<file path="src/rtl/instr_fetch_pkg.sv">
// instr_fetch_pkg: shared PC control bits, fetch FSM encodings, defaults and opcodes
// Contents:
//   PC_*_BIT         bit indices of the decoder's pc control code
//   RESET_VECTOR_DEF default first fetch address after reset
//   QUEUE_DEPTH_DEF  instruction queue depth (fixed at 2)
//   fetch_state_t    fetch FSM state encodings
//   opcode_t         instruction opcodes (top nibble of an instruction word)
package instr_fetch_pkg;
    localparam int PC_SET_BIT  = 0;
    localparam int PC_OE_BIT   = 1;
    localparam int PC_LOCK_BIT = 2;
    localparam logic [15:0] RESET_VECTOR_DEF = 16'h0000;
    localparam int QUEUE_DEPTH_DEF = 2;
    typedef enum logic [1:0] {
        ST_IDLE    = 2'd0,
        ST_REQ     = 2'd1,
        ST_DISCARD = 2'd2
    } fetch_state_t;
    typedef enum logic [3:0] {
        OP_NOP  = 4'h0,
        OP_LOAD = 4'h1,
        OP_STORE = 4'h2,
        OP_ADD  = 4'h3,
        OP_SUB  = 4'h4,
        OP_JMP  = 4'h8,
        OP_JZ   = 4'h9,
        OP_HALT = 4'hF
    } opcode_t;
endpackage

</file>
<file path="src/rtl/inst_queue.sv">
// inst_queue: two-entry registered instruction queue with push, pop and flush
// Ports:
//   clk, n_rst        clock, asynchronous active-low reset
//   i_flush           empty the queue (wins over push/pop)
//   i_push, i_data    write a word; ignored when full unless popping same cycle
//   i_pop             drop the head; ignored when empty
//   o_data            head word (16'h0000 when empty)
//   o_full, o_empty   occupancy flags
//   o_count           current occupancy (0..2)
module inst_queue
    import instr_fetch_pkg::*;
#(
    parameter int DEPTH = QUEUE_DEPTH_DEF
) (
    input  logic        clk,
    input  logic        n_rst,
    input  logic        i_flush,
    input  logic        i_push,
    input  logic        i_pop,
    input  logic [15:0] i_data,
    output logic [15:0] o_data,
    output logic        o_full,
    output logic        o_empty,
    output logic [1:0]  o_count
);
    logic [15:0] mem [2];
    logic        rd_ptr;
    logic        wr_ptr;
    logic [1:0]  count;
    logic        push_ok;
    logic        pop_ok;

    assign o_full  = count == 2'(DEPTH);
    assign o_empty = count == 2'd0;
    assign pop_ok  = i_pop && !o_empty;
    // when full, a same-cycle pop frees the head slot the push overwrites
    assign push_ok = i_push && (!o_full || pop_ok);
    assign o_data  = o_empty ? 16'h0000 : mem[rd_ptr];
    assign o_count = count;

    always_ff @(posedge clk or negedge n_rst) begin
        if (!n_rst) begin
            rd_ptr <= 1'b0;
            wr_ptr <= 1'b0;
            count  <= 2'd0;
        end else if (i_flush) begin
            rd_ptr <= 1'b0;
            wr_ptr <= 1'b0;
            count  <= 2'd0;
        end else begin
            rd_ptr <= rd_ptr ^ pop_ok;
            wr_ptr <= wr_ptr ^ push_ok;
            count  <= count + {1'b0, push_ok} - {1'b0, pop_ok};
        end
    end

    always_ff @(posedge clk) begin
        if (push_ok && !i_flush)
            mem[wr_ptr] <= i_data;
    end
endmodule

</file>
<file path="src/rtl/instr_fetch.sv">
// instr_fetch: PC and fetch FSM feeding a two-entry instruction queue
// Ports:
//   clk, n_rst          clock, asynchronous active-low reset
//   i_pc_control_code   [0] pc set, [1] pc output enable, [2] pc lock
//   i_jump_addr         PC target loaded on pc set
//   o_addr_bus, o_mem_req  memory read request (address 0 when idle)
//   i_mem_ack, i_mem_data  read completion and returned word
//   o_inst_data, o_inst_valid, i_inst_ready  queue head handshake to decoder
//   o_pc                address of the next word to fetch
module instr_fetch
    import instr_fetch_pkg::*;
#(
    parameter logic [15:0] RESET_VECTOR = RESET_VECTOR_DEF,
    parameter int          QUEUE_DEPTH  = QUEUE_DEPTH_DEF
) (
    input  logic        clk,
    input  logic        n_rst,
    input  logic [2:0]  i_pc_control_code,
    input  logic [15:0] i_jump_addr,
    output logic [15:0] o_addr_bus,
    output logic        o_mem_req,
    input  logic        i_mem_ack,
    input  logic [15:0] i_mem_data,
    output logic [15:0] o_inst_data,
    output logic        o_inst_valid,
    input  logic        i_inst_ready,
    output logic [15:0] o_pc
);
    fetch_state_t state;
    fetch_state_t state_n;
    logic [15:0]  pc_n;
    logic [15:0]  addr_q;
    logic         armed;
    logic         pc_set;
    logic         pc_oe;
    logic         pc_lock;
    logic         pop;
    logic         push;
    logic         go;
    logic         q_full;
    logic         q_empty;
    logic [1:0]   q_count;
    logic [1:0]   count_n;

    assign pc_set  = i_pc_control_code[PC_SET_BIT];
    assign pc_oe   = i_pc_control_code[PC_OE_BIT];
    assign pc_lock = i_pc_control_code[PC_LOCK_BIT];
    assign o_inst_valid = !q_empty;
    assign pop     = o_inst_valid && i_inst_ready && !pc_set;
    assign push    = state == ST_REQ && i_mem_ack && !pc_set;
    assign count_n = q_count + {1'b0, push} - {1'b0, pop};
    // a pc set flushes the queue, so a slot is always free after it
    assign go = pc_oe && !pc_lock && armed && (pc_set || count_n < 2'd2);
    assign o_mem_req  = state != ST_IDLE;
    // addr_q holds the in-flight address even after a pc set moves o_pc
    assign o_addr_bus = o_mem_req ? addr_q : 16'h0000;

    always_comb begin
        pc_n    = pc_set ? i_jump_addr : (push ? o_pc + 16'd1 : o_pc);
        state_n = state;
        case (state)
            ST_IDLE:    state_n = go ? ST_REQ : ST_IDLE;
            ST_REQ:     state_n = i_mem_ack ? (go ? ST_REQ : ST_IDLE) : (pc_set ? ST_DISCARD : ST_REQ);
            ST_DISCARD: state_n = i_mem_ack ? ST_IDLE : ST_DISCARD;
            default:    state_n = ST_IDLE;
        endcase
    end

    // armed stays low for the first cycle after reset release so no request
    // is issued and no ack is accepted in that cycle
    always_ff @(posedge clk or negedge n_rst) begin
        if (!n_rst) begin
            state  <= ST_IDLE;
            o_pc   <= RESET_VECTOR;
            addr_q <= 16'h0000;
            armed  <= 1'b0;
        end else begin
            state  <= state_n;
            o_pc   <= pc_n;
            addr_q <= state_n == ST_REQ ? pc_n : addr_q;
            armed  <= 1'b1;
        end
    end

    inst_queue #(
        .DEPTH(QUEUE_DEPTH)
    ) u_queue (
        .clk     (clk),
        .n_rst   (n_rst),
        .i_flush (pc_set),
        .i_push  (push),
        .i_pop   (pop),
        .i_data  (i_mem_data),
        .o_data  (o_inst_data),
        .o_full  (q_full),
        .o_empty (q_empty),
        .o_count (q_count)
    );

    logic unused_full;
    assign unused_full = q_full;
endmodule

</file>
<file path="config.mk">
export PLATFORM = sky130hd
export DESIGN_NAME = instr_fetch
export DESIGN_NICKNAME = d
export VERILOG_FILES = /design/src/rtl/instr_fetch_pkg.sv /design/src/rtl/inst_queue.sv /design/src/rtl/instr_fetch.sv
export SDC_FILE = /design/constraint.sdc
export NUM_CORES = 1
export LEC_CHECK = 0
export ABC_AREA = 1
export BUFFER_PORTS_ARGS = -buffer_cell sky130_fd_sc_hd__clkbuf_2
export CAP_MARGIN = 10
export CELL_PAD_IN_SITES_DETAIL_PLACEMENT = 0
export CELL_PAD_IN_SITES_GLOBAL_PLACEMENT = 1
export CORE_AREA = 2 2 91 137
export DETAILED_ROUTE_END_ITERATION = 10
export DIE_AREA = 0 0 93 139
export PLACE_DENSITY = 0.61
export REMOVE_ABC_BUFFERS = 1
export SLEW_MARGIN = 20
export SYNTH_ARGS = -nofsm -noshare
export SYNTH_HDL_FRONTEND = slang
export SYNTH_SLANG_ARGS = --single-unit
</file>
<file path="constraint.sdc">
create_clock -name clk -period 2.4 [get_ports clk]
set_clock_uncertainty 0.15 [all_clocks]
set_input_delay 0.12 -clock clk [delete_from_list [all_inputs] [get_ports clk]]
set_output_delay 0.12 -clock clk [all_outputs]
set_load 0.01 [all_outputs]
</file>
# --- Yosys cells after proc, flatten, opt, wreduce, memory -nomap -nowiden ---
# Memories as Yosys holds them, arrays and structs flattened.
# Index checks and enable logic that the tools add are counted.
classes:
  add_sub_neg: 5
  n_mux: 14
  eq_ne: 4
  reduce_logical: 19
  order_cmp: 1
  n_bitwise: 2
ops:
  columns: ["cell", "count"]
  rows:
  - ["two-way mux 16 bit", 4]
  - ["adder 16 x 1 -> 16 bit (second input constant)", 1]
  - ["logical AND 1 bit", 10]
  - ["two-way mux 2 bit", 4]
  - ["one-hot mux 2 bit (3 select lines)", 1]
  - ["two-way mux 1 bit", 5]
  - ["adder 2 x 1 -> 2 bit", 2]
  - ["== test 2 x 1 -> 1 bit (second input constant)", 2]
  - ["== test 2 bit (second input constant)", 2]
  - ["logical NOT 1 bit", 4]
  - ["logical NOT 2 bit", 2]
  - ["subtractor 2 x 1 -> 2 bit", 2]
  - ["logical OR 1 bit", 2]
  - ["less-than comparator 2 bit (second input constant)", 1]
  - ["nonzero test 2 bit", 1]
  - ["XOR 1 bit", 2]
totals:
  memories: 1
  mem_bits_rw: 32
  ff_bits: 39
  out_inout_bits: 50
  input_bits: 39
  wordCells: 53
mem_list:
  columns: ["memory", "words", "width", "rd", "rd_ports_with_merged_regs", "wr", "line", "text"]
  rows:
  - ["u_queue.mem", 2, 16, 1, 0, 1, "inst_queue.sv:26", "logic [15:0] mem [2];"]

# --- Longest topological paths before layout ---
# Gate-level depths: netlist (run 1).
logic_depth:
  ltp_word: 12
  mapped_depth: 13
  mapped_depth_nobuf: 12

# --- Cells and area by module ---
# From an unflattened synthesis (run 1), not the netlist that was laid out.
unflattened:
  cells_unflattened: 416
  area_unflattened_um2: 3539.6
by_module_without_submodules:
  columns: ["module", "instances", "cells_per_inst", "area_per_inst_um2", "seq_area_each_um2"]
  rows:
  - ["instr_fetch", 1, 294, 2065.7, 875.8]
  - ["inst_queue", 1, 122, 1473.9, 1061.0]

# --- Worst setup path before layout (run 1) ---
# No wires, ideal clock.
synth_path:
  path_kind: "flip-flop to flip-flop"
  start: "reg state[1]"
  end: "mem u_queue.mem[1][0], enable pin"
  required_ns: 1.860
  stages_incl_launch_ff: 8
  setup_ns: 0.390
  arrival_ns: 1.797
  slack_ns: 0.063
  period_less_slack_ns: 2.337
  n_path_buf: 0
  path_cell_list: "dfrtp_1 > inv_2 > nand2_2 > nor2_4 > nand2_2 > a31oi_2 > inv_1 > nor2_1"
synth_between:
  elab_chain_len: 7
synth_rtl:
  columns: ["element", "line", "text"]
  rows:
  - ["start, declared", "instr_fetch.sv:29", "fetch_state_t state;"]
  - ["start signal, assigned", "instr_fetch.sv:78", "state <= state_n;"]
  - ["== test 2 x 1 -> 1 bit", "instr_fetch.sv:50", "assign push = state == ST_REQ && i_mem_ack && !pc_set;"]
  - ["logical AND 1 bit (2 in a row)", "instr_fetch.sv:50", null]
  - ["logical AND 1 bit", "inst_queue.sv:37", "assign push_ok = i_push && (!o_full || pop_ok);"]
  - ["logical AND 1 bit", "inst_queue.sv:58", "if (push_ok && !i_flush)"]
  - ["two-way mux 1 bit", "inst_queue.sv:58", null]
  - ["two-way mux 1 bit (implied by the code)", "inst_queue.sv:59", "mem[wr_ptr] <= i_data;"]
  - ["end, declared", "inst_queue.sv:26", null]
# Every way passes these cells.

# --- Final worst setup path (run 1) ---
layout_path:
  start: "reg u_queue.count[1], in the netlist u_queue.o_count[1]"
  end: "reg addr_q[13]"
layout_between:
  elab_chain_len: 12
  elab_cells_between_ends: 13
  cone_classes: "add/sub (2); order compare (1); eq/ne (1); mux (3); reduce/logical (6)"
layout_rtl:
  columns: ["element", "line", "text"]
  rows:
  - ["start, declared", "inst_queue.sv:29", "logic [1:0] count;"]
  - ["start signal, assigned", "inst_queue.sv:53", "count <= count + {1'b0, push_ok} - {1'b0, pop_ok};"]
  - ["logical NOT 2 bit", "inst_queue.sv:34", "assign o_empty = count == 2'd0;"]
  - ["logical NOT 1 bit", "instr_fetch.sv:48", "assign o_inst_valid = !q_empty;"]
  - ["logical AND 1 bit (2 in a row)", "instr_fetch.sv:49", "assign pop = o_inst_valid && i_inst_ready && !pc_set;"]
  - ["subtractor 2 x 1 -> 2 bit *", "instr_fetch.sv:51", "assign count_n = q_count + {1'b0, push} - {1'b0, pop};"]
  - ["less-than comparator 2 bit *", "instr_fetch.sv:53", "assign go = pc_oe && !pc_lock && armed && (pc_set || count_n < 2'd2);"]
  - ["logical OR 1 bit *", "instr_fetch.sv:53", null]
  - ["logical AND 1 bit *", "instr_fetch.sv:53", null]
  - ["two-way mux 1 bit *", "instr_fetch.sv:62, instr_fetch.sv:63", null]
  - ["two-way mux 2 bit", "instr_fetch.sv:63", "ST_REQ: state_n = i_mem_ack ? (go ? ST_REQ : ST_IDLE) : (pc_set ? ST_DISCARD : ST_REQ);"]
  - ["one-hot mux 2 bit (3 select lines) *", "instr_fetch.sv:61", "case (state)"]
  - ["== test 2 x 1 -> 1 bit *", "instr_fetch.sv:80", "addr_q <= state_n == ST_REQ ? pc_n : addr_q;"]
  - ["end signal, assigned", "instr_fetch.sv:80", null]
  - ["end, declared", "instr_fetch.sv:32", "logic [15:0] addr_q;"]
# Every way passes the cells marked *; elsewhere a longest branch is shown, timed or not.
# A chain may end at the register's enable or synchronous reset.

==> results by group, run 1 <==
Finish
  – Fraction of layout instances using a drive strength above 1: 0.279
  – Fill cells: 1243
  – Finished layout cell area: 0.00479 mm2
  – Nets: 569
  – Area grow syn2layout: 37.6%
  – Finished Core Util: 0.407
  – N_diodes: 0

Floorplanning
  – Row cnt: 49
  – DIE HEIGHT: 139 um
  – DIE AREA: 0.0129 mm2
  – I/O pin count: 89
  – Die X: 93 um
  – Initial Util: 0.296
  – Core region area: 0.0118 mm2

Timing
  – Fmax: 0.460 GHz
  – Final-report hold violation count: 0
  – RSZ-0062 raised after global routing: false
  – Tmin final: 2.17 ns
  – Max_slew headroom: 0.655
  – Final setup vio count: 0
  – Final Cycle Share: 0.906
  – Least-Margin Pin Slew: 0.515 ns
  – Final TNS setup: 0 ns
  – Fin. max-slew vios: 0

GRT
  – Met2 Track Usage GR: 0.263
  – Met1 usage: 0.175
  – Number of global-route vias before repair: 2999
  – Largest net degree at the start of global routing: 40
  – First-pass GRT wire length: 14800 um
  – Initial antenna violation count: 0
  – Met3 Usage GRT: 0.0326
  – Tot GR Track Use: 0.148
  – Remaining Overflow, GRT: 0
  – Most Used Layer, Global Route: met2

Drt
  – Mean number of vias per cell: 4.40
  – Post-DR wirelength/cell: 13.2 um
  – DRC: 0
  – Routed Wire Length: 9000 um
  – First-pass DRT Iterations: 4
  – Via Count: 3011
  – Final ANT Viol Nets: 0
  – 1st-iter DRT viols: 94

Yosys
  – Yosys reg bits: 71
  – Prevailing post-synth register cell: dfrtp_1
  – Compound-cell area share of the yosys netlist: 0.0891
  – Mapped Cells: 393
  – Post-synthesis sequential area ratio: 0.556
  – Largest family of logic cells by synthesized area: simple AND/OR/NAND/NOR gates
  – Synth Area in Adders: 0.0144
  – Mux cell area share after synthesis: 0
  – Synth Area in Simple Gates: 0.256
  – Avg Cell Area, Syn: 8.86 um2
  – Area of the mapped netlist: 0.00348 mm2
  – Number of synthesized flops with an enable pin: 32
  – Yosys top cell area share: 0.280
  – Synth cell types: 38
  – Top cells by area, synth: dfrtp_1, edfxtp_1, nand2_1
  – Post-synthesis async set-or-reset flop share: 0.549
  – Post-Synth XOR/XNOR Area: 0.0126
  – Leading area contributor after synthesis: dfrtp_1
  – Yosys warns: 0

CTS
  – TritonCTS clock tree: done
  – Clock tree buffer depth: 2
  – Total CTS buffers: 9
  – Reg clk slew, reported paths: 0.06 ns
  – Root Driver: clkbuf_16
  – Sink count of the clock tree: 71
  – Clk_lat worst skew: 0.33 ns
  – Setup Fix Bufs, Post-CTS: 0
  – # H-tree levels: 3

Placed design
  – GPL Wtd Cong: 0.789
  – Post-DP HPWL: 6590 um
  – IO Port Bufs: 88
  – DP Area: 0.00414 mm2

Worst setup path
  – Crit path max fanout: 27
  – CP cell instances: nor2_2 > nor2_1 > nand2_1 > inv_1 > ha_1 > xnor2_1 > nor3_2 > o21bai_4 > nand2_8 > nand3_1 > nand2_1
  – CP Launch Type: register
  – WP data arrival: 2.24 ns
  – Critical setup path kind: reg -> reg
  – Worst setup EP type: register
  – Worst Path Required: 2.47 ns
  – CP dominant cell by count: nand2_1
  – Largest stage delay, worst path: 0.44 ns
  – Slowest CP cell: dfrtp_1
  – Reg2reg setup slack: 0.23 ns

Power
  – Pwr/cell area: 701 mW/mm2
  – Leak pwr: 2.26 nW
  – Total chip power: 3.36 mW
  – VDD IR-drop max: 332 uV

Outcome
  – Outcome: completed

Flow run
  – Max_cap viols: 0

Min path
  – Worst hold path class: in -> reg
[per-layer routing]
metal	share of wire	vias to the layer above	routed length [um]
met1	0.44	1387	3920
met2	0.51	73	4570
met3	0.041	11	373
li1	-	1540	-
met4	0.016	0	142
met5	0	-	0
[final timing paths]
path | startpoint | end | depth (start not counted)
min in group asynchronous | n_rst | addr_q[11] | 3
worst max-delay path | u_queue.o_count[1] | addr_q[13] | 11
worst max register to register | u_queue.o_count[1] | addr_q[13] | 11
worst min register to register | addr_q[7] | addr_q[7] | 2
max in group asynchronous | n_rst | o_pc[7] | 3
worst min-delay path | i_inst_ready | u_queue.rd_ptr | 5
[synth_stat cells, drive strengths merged, types with 2 or more instances]
cell type  count
or2            4
xnor2          3
o21ai         19
buf            4
nand4          5
xor2           2
and2           4
a31oi          2
inv           49
clkbuf         7
dfrtp         39
nor3           6
nand3         31
nand2        113
edfxtp        32
nor2          41
a21oi         19
ha             4
o211ai         2
[through the flow]
step	setup slack (ns)	instances	hold slack [ns]
2_1_floorplan	-0.0630	382	-0.326
3_3_place_gp	0.226	634	0.0649
3_5_place_dp	0.161	634	0.0708
4_1_cts	0.147	684	0.0501
5_1_grt	0.0176	684	0.126
6_report	0.226	684	0.0586
[critical path: cells and delay by family, from the launching register on]
family	cells	cell delay, ns
flops	1	0.44
simple gates	7	0.76
xor+xnor	1	0.25
buf+inv	1	0.05
fa+ha+maj	1	0.18
compound gates	1	0.21
[registers in the layout (all words and copies together), names as in the netlist]
signal and flops:
o_pc 16, u_queue.wr_ptr 1, u_queue.mem 32, addr_q 16, u_queue.rd_ptr 1, state 2, u_queue.o_count 2, armed 1
[logic make-up after synthesis]
kind of cell / Yosys count
AO/OA/AOI/OAI: 46
AND/OR/NAND/NOR: 205
other: 1
buffers and inverters: 61
adder cells (fa/ha/maj): 4
flip-flops: 71
XOR/XNOR: 5
[layout by cell type (no fill, tap or decap), drive strengths merged, types with 2 or more instances in the layout]
master       instances
nor3                 6
a21oi               19
nand2              113
dfrtp               39
nand3               31
xor2                 2
clkinvlp             3
nor2                41
nand4                5
a31oi                2
dlygate4sd3         34
buf                 11
inv                 52
edfxtp              32
ha                   4
clkbuf              97
o21ai               19
xnor2                3
and2                 4
o211ai               2
or2                  4
[layout make-up]
cell class                      instances  area [um2]  share of cell area
Sequential cell                        71        1940               0.404
Multi-Input combinational cell        261        1310               0.273
Timing Repair Buffer                  133         863               0.180
Clock buffer                            9         225              0.0470
Tap cell                              153         191              0.0400
Inverter                               50         188              0.0392
Clock inverter                          7        78.8              0.0165
[report_power, final]
group	leakage, nW	switching (mW)	internal, mW
logic	1.35	0.324	0.238
registers	0.768	0.0720	1.38
clock network	0.139	0.527	0.815
[what timing repair did]
| item | 4_1_cts | 5_1_grt |
|---|---|---|
| hold buffers | 34 | 0 |
| gates resized for setup | 0 | 1 |
| endpoints found under the hold margin | 100 | 0 |
| setup endpoints to repair | 0 | 16 |
No activity file was read; power rests on OpenSTA's default activity.
==> run 2, diff against run 1 <==
Settings changed: ABC_AREA 1 to not set, CORE_AREA 2 2 91 137 to 2 2 89 133, DIE_AREA 0 0 93 139 to 0 0 91 135, PLACE_DENSITY 0.61 to 0.59.
==> run 2 against run 1 <==
Effect of this change: total power rose by 1.6%; largest cell class unchanged; non-clock buffer count rose by 13; highest routed layer unchanged; combinational power rose by 5.3%; clock-buffer cell count rose by 5; die area fell by 5.0%; sequential power barely moved; critical path type unchanged; cell area fell by 0.91%.
==> results by group, run 2 <==
Timing
  – Final Cycle Share: 0.980 (+0.0742)
  – Fmax: 0.425 GHz (-7.6%)
  – Max_slew headroom: 0.657 (+0.00257)
  – Least-Margin Pin Slew: 0.514 ns (-0.000668 ns)
  – Tmin final: 2.35 ns (+0.178 ns)
  – Final setup vio count: 0 (unchanged)
  – Fin. max-slew vios: 0 (unchanged)
  – RSZ-0062 raised after global routing: true
  – Final-report hold violation count: 0 (unchanged)

Placed design
  – IO Port Bufs: 88 (unchanged)
  – GPL Wtd Cong: 0.703 (-11%)
  – Post-DP HPWL: 5510 um (-16%)
  – Placed Cells: 515 (-19%)

GRT
  – Tot GR Track Use: 0.132 (-0.0157)
  – Initial antenna violation count: 0 (unchanged)
  – First-pass GRT wire length: 12600 um (-15%)
  – Largest net degree at the start of global routing: 40 (unchanged)
  – Remaining Overflow, GRT: 0 (unchanged)
  – Number of global-route vias before repair: 2559 (-15%)

Power
  – Gate power share: 0.173 (+0.006)
  – Cell Int Power: 2.60 mW (+6.6%)
  – Power share of the sequential group: 0.435 (+0.002)
  – Switching pwr: 816 uW (-12%)
  – Switching fraction of total power: 0.239 (-0.0355)
  – Total chip power: 3.41 mW (+1.6%)
  – Leak pwr: 2.01 nW (-11%)
  – Clk network pwr share: 0.392 (-0.007)
  – Pwr/cell area: 719 mW/mm2 (+2.6%)
  – VDD IR-drop max: 364 uV (+9.7%)

Min path
  – Worst hold path class: in -> reg

Finish
  – Nets: 461 (-19%)
  – Fin cells: 570 (-17%)
  – Leading registers by flop count: u_queue.mem: 32 flops, addr_q: 16 flops, o_pc: 16 flops
  – Area grow syn2layout: 45.3%
  – Max reg flops: 32 (unchanged)
  – Commonest non-fill, non-tap cells in the layout: clkbuf_2, dfrtp_1, dlygate4sd3_1
  – N_diodes: 0 (unchanged)
  – Biggest register: u_queue.mem
  – Commonest non-fill, non-tap cell in the layout: clkbuf_2
  – Fraction of layout instances using a drive strength above 1: 0.345 (+0.0664)

Worst setup path
  – Worst Path Required: 2.46 ns (about the same)
  – Largest stage delay, worst path: 0.39 ns (-0.05 ns)
  – Crit path max fanout: 9 (-67%)
  – CP cell instances: nor2_2 > inv_1 > nand2_1 > nor2_1 > ha_1 > and4bb_2 > xnor2_1 > o21ai_2 > buf_6 > buf_12 > mux2_2
  – Critical setup path kind: reg -> reg
  – Worst setup EP type: register
  – Slowest CP cell: dfrtp_1
  – CP Launch Type: register
  – WP data arrival: 2.42 ns (+0.18 ns)

Floorplanning
  – DIE HEIGHT: 135 um (-2.9%)
  – DIE AREA: 0.0123 mm2 (-5.0%)
  – Core region area: 0.0111 mm2 (-6.1%)
  – I/O pin count: 89 (unchanged)
  – Die X: 91 um (-2.2%)
  – Initial Util: 0.295 (about the same)
  – Row cnt: 47 (-4.1%)

Outcome
  – Outcome: completed

CTS
  – Sink count of the clock tree: 71 (unchanged)
  – Root Driver: clkbuf_16
  – Reg clk slew, reported paths: 0.06 ns (about the same)
  – Clk_lat worst skew: 0.33 ns (about the same)
  – TritonCTS clock tree: done
  – Clock tree buffer depth: 2 (unchanged)
  – # H-tree levels: 3 (unchanged)
  – Total CTS buffers: 9 (unchanged)

Yosys
  – Post-synthesis async set-or-reset flop share: 0.549 (unchanged)
  – Area of the mapped netlist: 0.00327 mm2 (-6.1%)
  – Leading area contributor after synthesis: dfrtp_1
  – Avg Cell Area, Syn: 12.0 um2 (+36%)
  – Mapped Cells: 272 (-31%)
  – Synth cell types: 44 (+16%)
  – Yosys top cell area share: 0.299 (+0.0184)
  – Post-synthesis sequential area ratio: 0.593 (+0.0364)
  – Prevailing post-synth register cell: dfrtp_1
  – Synth top cells by count: dfrtp_1, edfxtp_1, nor2_1, nand2_1, nor2b_1
  – Top cells by area, synth: dfrtp_1, edfxtp_1, mux2i_1
  – Yosys reg bits: 71 (unchanged)
  – Yosys warns: 0 (unchanged)
  – Number of synthesized flops with an enable pin: 32 (unchanged)
  – Most common cell in the netlist: dfrtp_1

Flow run
  – Max_cap viols: 0 (unchanged)

Drt
  – DRC: 0 (unchanged)
  – 1st-iter DRT viols: 48 (-49%)
  – Via Count: 2539 (-16%)
  – First-pass DRT Iterations: 4 (unchanged)
  – Post-DR wirelength/cell: 14.2 um (+8.2%)
  – Final ANT Viol Nets: 0 (unchanged)
  – Mean number of vias per cell: 4.45 (+1.2%)
  – Routed Wire Length: 8120 um (-9.8%)
## run 2: cell count changes after synthesis, moves of 5 or more
| cell | delta |
|---|---|
| o21ai_2 | -10 |
| inv_1 | -40 |
| a21oi_1 | -16 |
| nor2_1 | -11 |
| mux2i_1 | +19 |
| nor2b_1 | +22 |
| o21ai_0 | +10 |
| nand2_1 | -86 |
| mux2_2 | +14 |
| nand3_1 | -23 |
| xnor2_1 | +5 |
## run 2: through the flow
stage	instance area, um2	TNS [ns]	setup WS [ns]	utilization	hold WS (ns)
after floorplan	3220	-13.12	-0.801	-	-0.326
after global placement	4030	0	0.0780	0.364	0.0653
after detailed placement	4030	0	0.0133	0.364	0.0694
after CTS	4680	0	0.00532	0.423	0.0816
after global routing	4750	-0.867	-0.0687	0.429	0.135
final	4750	0	0.0476	0.429	0.0870
## run 2: kinds of logic after synthesis
family,share of synthesized area
muxes,0.110
xor gates and xnor gates,0.0375
buffers and inverters,0.0188
DFF,0.593
other,0.00115
and+or+nand+nor,0.183
adders and majority gates,0.0153
AOI/OAI and AO/OA,0.0418
## run 2: layer usage
layer	global-route usage	wire, um	vias up	part of all wire
met2	0.239	4210	71	0.52
li1	-	-	1260	-
met3	0.0257	360	9	0.044
met4	0.0657	129	0	0.016
met1	0.147	3420	1199	0.42
met5	0	0	-	0
## run 2: timing repair
action	4_1_cts	5_1_grt
gates resized for setup	0	4
setup buffers	0	2
endpoints found under the hold margin	92	0
setup endpoints to repair	0	15
hold buffers	35	0
## run 2: cell type report
class	instances	area, um2
Clock buffer	14	265
Inverter	5	18.8
Multi-Input combinational cell	185	1280
Tap cell	147	184
Sequential cell	71	1940
Fill cell	1116	6310
Clock inverter	2	37.5
Timing Repair Buffer	146	1030
## run 2: path summary, 6_finish.rpt
check | startpoint | endpoint | slack [ns] | cells after the start
setup / recovery | u_queue.o_count[1] | addr_q[0] | 0.05 | 11
hold / removal | i_inst_ready | u_queue.rd_ptr | 0.09 | 5
setup reg to reg | u_queue.o_count[1] | addr_q[0] | 0.05 | 11
hold reg to reg | addr_q[8] | addr_q[8] | 0.35 | 1
max in group asynchronous | n_rst | o_pc[7] | 1.50 | 3
min in group asynchronous | n_rst | addr_q[3] | 0.23 | 3
## run 2: critical path, delay by kind of cell, from the launching register on
kind	cells	cell delay, ns
simple gates	4	0.56
flops	1	0.39
buf+inv	3	0.34
mux	1	0.34
fa+ha+maj	1	0.26
compound gates	1	0.13
xor+xnor	1	0.08
## run 2: power groups by stage
stage / registers [mW] / logic [mW] / clock network (mW)
after detailed placement: 1.51 / 0.528 / 0
after global routing: 1.51 / 0.652 / 1.40
after floorplan: 1.51 / 0.275 / 0
final: 1.48 / 0.592 / 1.34
after CTS: 1.49 / 0.575 / 1.37
after global placement: 1.51 / 0.519 / 0
